==> src/rtl/line_fill_arbiter.sv <==
// line_fill_arbiter: serialises whole-line bursts from the I-cache (refill
// reads) and the D-cache (refill reads / write-backs) onto the single shared
// memory beat port. Contention policy: D-cache always wins by default; define
// ARB_ROUND_ROBIN_EN to alternate between requesters using last_owner.
`timescale 1ns/1ps
module line_fill_arbiter #(
  parameter int ADDR_W = 64,
  parameter int DATA_W = 64,
  parameter int BEATS  = 4
) (
  input  logic              clk,
  input  logic              rst,
  input  logic              ic_req,
  input  logic [ADDR_W-1:0] ic_addr,
  output logic              ic_rvalid,
  output logic [DATA_W-1:0] ic_rdata,
  output logic              ic_done,
  input  logic              dc_req,
  input  logic              dc_we,
  input  logic [ADDR_W-1:0] dc_addr,
  input  logic [DATA_W-1:0] dc_wdata,
  output logic              dc_wnext,
  output logic              dc_rvalid,
  output logic [DATA_W-1:0] dc_rdata,
  output logic              dc_done,
  output logic              mem_req,
  output logic              mem_we,
  output logic [ADDR_W-1:0] mem_addr,
  output logic [DATA_W-1:0] mem_wdata,
  input  logic [DATA_W-1:0] mem_rdata,
  input  logic              mem_ack,
  output logic              owner,
  output logic              busy
);

  localparam int BW    = $clog2(BEATS);
  localparam int BYTES = DATA_W / 8;
  // Clears the byte offset within a line to form the line base address.
  localparam logic [ADDR_W-1:0] LINE_MASK = ~ADDR_W'(BEATS * BYTES - 1);

  typedef enum logic [1:0] {IDLE, GRANT, DONE} state_t;

  state_t            state, state_nxt;
  logic [BW-1:0]     beat;
  logic              we_r;
  logic              last_owner;
  logic [ADDR_W-1:0] base_r;
  logic              grant_any;
  logic              grant_dc;
  logic              ack;
  logic              last_beat;

  assign grant_any = ic_req | dc_req;

`ifdef ARB_ROUND_ROBIN_EN
  // On contention the requester that was not served last wins.
  assign grant_dc = dc_req & (~ic_req | ~last_owner);
`else
  // On contention the D-cache always wins; I-cache starvation is accepted.
  assign grant_dc = dc_req;
`endif

  // mem_ack only counts while a burst is actually being driven.
  assign ack       = (state == GRANT) & mem_ack;
  assign last_beat = (beat == BW'(BEATS - 1));

  // State register; reset drops straight back to IDLE without a clock.
  always_ff @(posedge clk or negedge rst) begin
    if (!rst) state <= IDLE;
    else      state <= state_nxt;
  end

  // Next-state logic: one pass IDLE -> GRANT (BEATS acks) -> DONE -> IDLE.
  always_comb begin
    state_nxt = state;
    case (state)
      IDLE:    if (grant_any) state_nxt = GRANT;
      GRANT:   if (ack && last_beat) state_nxt = DONE;
      DONE:    state_nxt = IDLE;
      default: state_nxt = IDLE;
    endcase
  end

  // Grant bookkeeping: owner, direction, beat counter and fairness history.
  always_ff @(posedge clk or negedge rst) begin
    if (!rst) begin
      owner      <= 1'b0;
      we_r       <= 1'b0;
      beat       <= '0;
      last_owner <= 1'b1;
    end else begin
      case (state)
        IDLE: if (grant_any) begin
          owner <= grant_dc;
          we_r  <= grant_dc & dc_we;
          beat  <= '0;
        end
        GRANT: if (ack) beat <= beat + BW'(1);
        DONE:  last_owner <= owner;
        default: ;
      endcase
    end
  end

  // Line base address; only observed in GRANT so it needs no reset.
  always_ff @(posedge clk) begin
    if (state == IDLE && grant_any)
      base_r <= (grant_dc ? dc_addr : ic_addr) & LINE_MASK;
  end

  // Output decode: every strobe is derived from state, so reset clears them at once.
  always_comb begin
    mem_req   = 1'b0;
    mem_we    = 1'b0;
    mem_addr  = '0;
    mem_wdata = '0;
    ic_rvalid = 1'b0;
    dc_rvalid = 1'b0;
    dc_wnext  = 1'b0;
    ic_done   = 1'b0;
    dc_done   = 1'b0;
    busy      = (state != IDLE);
    ic_rdata  = mem_rdata;
    dc_rdata  = mem_rdata;
    if (state == GRANT) begin
      mem_req   = 1'b1;
      mem_we    = we_r;
      mem_addr  = base_r + ADDR_W'(beat) * ADDR_W'(BYTES);
      mem_wdata = dc_wdata;
      ic_rvalid = ack & ~owner & ~we_r;
      dc_rvalid = ack &  owner & ~we_r;
      dc_wnext  = ack & we_r;
    end
    if (state == DONE) begin
      ic_done = ~owner;
      dc_done = owner;
    end
  end

endmodule

==> config.mk <==
export PLATFORM = sky130hd
export DESIGN_NAME = line_fill_arbiter
export DESIGN_NICKNAME = d
export VERILOG_FILES = /design/src/rtl/line_fill_arbiter.sv
export SDC_FILE = /design/constraint.sdc
export NUM_CORES = 1
export LEC_CHECK = 0
export BUFFER_PORTS_ARGS = -buffer_cell sky130_fd_sc_hd__buf_2
export CAP_MARGIN = 25
export CORE_AREA = 2 2 206 208
export CTS_BUF_LIST = sky130_fd_sc_hd__clkbuf_8
export DETAILED_ROUTE_END_ITERATION = 8
export DIE_AREA = 0 0 208 210
export GPL_ROUTABILITY_DRIVEN = 1
export GPL_TIMING_DRIVEN = 0
export PLACE_DENSITY_LB_ADDON = 0.3
export SLEW_MARGIN = 20
export SYNTH_ARGS = -nofsm -noshare
export SYNTH_HDL_FRONTEND = slang
export SYNTH_SLANG_ARGS = --single-unit
export TNS_END_PERCENT = 10
==> constraint.sdc <==
create_clock -name clk -period 2.7 [get_ports clk]
set_input_delay 0.135 -clock clk [delete_from_list [all_inputs] [get_ports clk]]
set_output_delay 0.135 -clock clk [all_outputs]
set_load 0.005 [all_outputs]
# Yosys cells after proc, flatten, opt, wreduce, memory -nomap -nowiden
# Index checks and enable logic that the tools add are counted.
[classes] addsub=2 eq_ne=6 muxes=16 bitwise=10 n_reduce_logical=8
[op_table] op="64-bit 2-to-1 mux" n=3
[op_table] op="64-bit by 5-bit adder with 64-bit output" n=1
[op_table] op="2-bit 2-to-1 mux" n=4
[op_table] op="2-bit one-hot mux with 2 select lines" n=2
[op_table] op="1-bit AND" n=7
[op_table] op="1-bit 2-to-1 mux" n=7
[op_table] op="2-bit equality test, second input constant" n=2
[op_table] op="2-bit inequality test, second input constant" n=2
[op_table] op="2-bit AND reduction" n=2
[op_table] op="2-bit nonzero test" n=2
[op_table] op="3-bit AND reduction" n=1
[op_table] op="2-bit by 1-bit adder with 2-bit output, second input constant" n=1
[op_table] op="2-bit by 1-bit equality test with 1-bit output, second input constant" n=1
[op_table] op="1-bit logical AND" n=2
[op_table] op="2-bit zero test" n=1
[op_table] op="2-bit by 1-bit inequality test with 1-bit output, second input constant" n=1
[op_table] op="1-bit NOT" n=2
[op_table] op="1-bit OR" n=1
[totals] ff_bits=65 inputBits=262 output_inout_bits=265 wordCells=47

# Longest topological paths before layout
[depth] word_depth=5 ltp_mapped=5 ltp_nobuf=4

# Worst setup path before layout
# OpenSTA, ideal clock, no wires.
[synth_timing] kind="flip-flop to flip-flop" start="reg state[0]" end="reg base_r[10], enable pin" setup_ns=0.413 arrival_ns=2.008 t_required_ns=2.287 slack_ns=0.279 stages_incl_launch_ff=5 n_path_buf=1 period_less_slack_ns=2.421 cell_sequence="dfrtp_1 buf_6 nor2_1 o21ai_0 inv_1"
[synth_via] elab_chain_len=2
[synth_rtl] item="start, declared" line="43" rtl="state_t state, state_nxt;"
[synth_rtl] item="start signal, assigned" line="70" rtl="else state <= state_nxt;"
[synth_rtl] item="2-bit zero test" line="107" rtl="if (state == IDLE && grant_any)"
[synth_rtl] item="1-bit logical AND" line="107"
[synth_rtl] item="end signal, assigned" line="108" rtl="base_r <= (grant_dc ? dc_addr : ic_addr) & LINE_MASK;"
[synth_rtl] item="end, declared" line="47" rtl="logic [ADDR_W-1:0] base_r;"
# Every way passes these cells.
# A chain may end at the register's enable or synchronous reset.

# Final worst setup path
[layout_timing] start="reg state[0]" end="out mem_addr[61]"
[layout_via] elab_chain_len=2
[layout_rtl] item="2-bit by 1-bit equality test with 1-bit output" line="125" rtl="if (state == GRANT) begin"
[layout_rtl] item="64-bit 2-to-1 mux" line="125"
[layout_rtl] item="end, declared" line="28" rtl="output logic [ADDR_W-1:0] mem_addr,"
# Every way passes these cells.

==> metrics.txt <==
met2 Track Usage GR=0.1838; leakage power total=about 3.9 nW; Syn. warnings=0; synth unique cells=30; routed len/inst=approximately 17 um; critical path class=register to output port; io pins=about 530; clk buf depth=2; post-synthesis xor/xnor area fraction=0; initial antenna violation count=15; Die Span Y=around 210 um; Fill cells=approximately 4.7k; CTS-repair resized insts=0; sequential share of the synthesized area=0.4120; WP data required=approximately 2.6 ns; Total Wirelength=24.55 mm; Avg Inst Size Synth=approximately 11 um^2; Skew-Pair Late Insertion Delay=roughly 0.38 ns; initial drt markers=111; iteration count of the initial detailed-routing pass=4; met3 Use GR=0.04619; worst hold-check path type=primary input to register; busiest grt layer=met2; peak supply drop=approximately 0.27 mV; input/output buffers=roughly 450; # H-tree levels=3; Yosys reg bits=65; Core ar.=41480 um^2; Post-Layout Cell Count=between 1k and 1.5k; clock tree sinks=65; area of the multi-input gates=1638 um^2; dpl hpwl=21.80 mm; Final #Nets=around 1.2k; starting density of the core=0.1125; FF+latch area=1922 um^2; Mapped Area=4664 um^2; ratio of cells with drive above 1 in the final layout=0.7544; crit-path max FO=10; pin count of the biggest net entering global routing=39; met1 Usage GRT=0.1176; final hold slack=about 0.054 ns; gr ovfl total=0; overall routing resource usage=0.1069; Max Cap Viol=0; Synth Area in Compound Gates=0.01127; CTS tree=done; # DRC=0; post-synthesis mux area share=0.1446; status=finished, final reports clean; chip width=208 um; Vias=4607; Slew Limit Fails=0; RSZ-0062 raised after global routing=false; post-route ant nets=0; commonest non-fill, non-tap cell in the layout=buf_2; Setup violations, final=0; commonest non-fill, non-tap cells in the layout=buf_2, buf_4, and2_1; CP Data Arrival Time=approximately 1.9 ns; Area Growth Syn to Fin=68.24%; CP endpoint kind=output port; largest family of logic cells by synthesized area=buffers and inverters; final period utilization=0.7460; Mapped Cells=430; total CTS buffers=9; Cell Rows=between 70 and 80; die footprint=approximately 44000 um^2; Setup Buffers After CTS=0; CTS clk-pin slew, worst paths=about 0.080 ns; Vias/cell=between 3 and 4; CTS root buffer=clkbuf_8; Placer Congestion=between 0.7 and 0.8; Post-Synth Adder-Cell Area=0.002682; vias in the first global route=about 4.6k; Post-Synth Simple-Gate Area=0.1902; CP Launch Type=register; Clock Skew=around 0.019 ns; f_max=496.5 MHz; Cells after DPL=~1.4k; Hold Vio Cnt, Final=0; post-layout min period=just over 2 ns; Pwr per Cell Area=between 600 and 700 nW/um^2; global-route wire length before repair=32.73 mm; hold_buf cts=3
## stage by stage
step                area, um^2  setup slack (ns)  power [mW]    util  TNS [ns]
CTS                       7840            0.5911       5.371  0.1890         0
floorplan                 4672            0.2789       2.854       -         0
finish                    7848            0.6859       5.202  0.1892         0
global route              7840            0.5084       5.615  0.1890         0
global placement          7589           -0.6201       4.438  0.1830    -35.90
detailed placement        7611            0.7055       4.431  0.1835         0
## report_power, final
part	leakage, nW	switching, mW	internal, mW
sequential	0.612	0.0818	1.38
clock	0.112	0.420	0.468
combinational	3.20	1.44	1.41
total	3.93	1.94	3.26
## synthesized netlist by cell type, drive strengths merged
| cell type | n | share of area |
|---|---|---|
| a31oi | 1 | 0.0013 |
| a21o | 1 | 0.0016 |
| conb | 1 | 0.00080 |
| nor3 | 2 | 0.0021 |
| mux2i | 1 | 0.0021 |
| nand2b | 1 | 0.0013 |
| dfrtp | 6 | 0.032 |
| clkbuf | 11 | 0.012 |
| buf | 142 | 0.23 |
| and3b | 1 | 0.0019 |
| nor2b | 1 | 0.0029 |
| inv | 2 | 0.0016 |
| mux2 | 59 | 0.14 |
| edfxtp | 59 | 0.38 |
| nand2 | 4 | 0.0038 |
| and3 | 2 | 0.0027 |
| nor2 | 1 | 0.00080 |
| o21ai | 1 | 0.0011 |
| ha | 1 | 0.0027 |
| or2 | 1 | 0.0013 |
| and2 | 126 | 0.17 |
| a22o | 2 | 0.0038 |
| a32o | 1 | 0.0021 |
| nor3b | 2 | 0.0043 |
| o22ai | 1 | 0.0013 |
## final timing paths
check | to | slack, ns | startpoint | cells past startpoint
setup / recovery | mem_addr[61] | 0.69 | state[0]$_DFFE_PN0P_ | 6
hold / removal | base_r[34]$_DFFE_PP_ | 0.05 | dc_addr[34] | 2
setup reg to reg | base_r[47]$_DFFE_PP_ | 0.72 | state[0]$_DFFE_PN0P_ | 5
hold reg to reg | beat[1]$_DFFE_PN0P_ | 0.54 | beat[1]$_DFFE_PN0P_ | 1
max in group asynchronous | we_r$_DFFE_PN0P_ | 2.44 | rst | 2
min in group asynchronous | beat[1]$_DFFE_PN0P_ | 0.10 | rst | 2
## metal layers
metal	share of wire	routed length (um)
met5	0.0058	142
met4	0.026	648
met3	0.099	2429
met2	0.49	11960
met1	0.38	9374
## state kept, by name (all words and copies together) (netlist names)
signal	cells
state	2
base_r	59
beat	2
we_r	1
owner	1
## layout make-up
class	instances	share of cell area
antenna	3	0.0009566
buffer	153	0.1408
clock buffer	11	0.01929
clock inverter	5	0.006059
inverter	2	0.001276
multi-input combinational	212	0.2087
sequential	65	0.2449
tap	539	0.08594
timing repair buffer	452	0.2921
## critical path, stage by stage (launching register included)
cell and delay, ns:
dfrtp_1 0.35, buf_6 0.12, nor2b_4 0.17, buf_6 0.20, clkbuf_2 0.28, and2_1 0.17
buf_2 0.19
## kinds of logic (layout without fill, tap and decap cells)
group / count (synthesis) / in the layout
compound gates: 7 / 7
fa+ha+maj: 1 / 1
buf+inv: 155 / 623
flops: 65 / 65
mux: 60 / 60
other cells: 1 / 6
simple gates: 141 / 141
(Power assumes the default switching activity.)
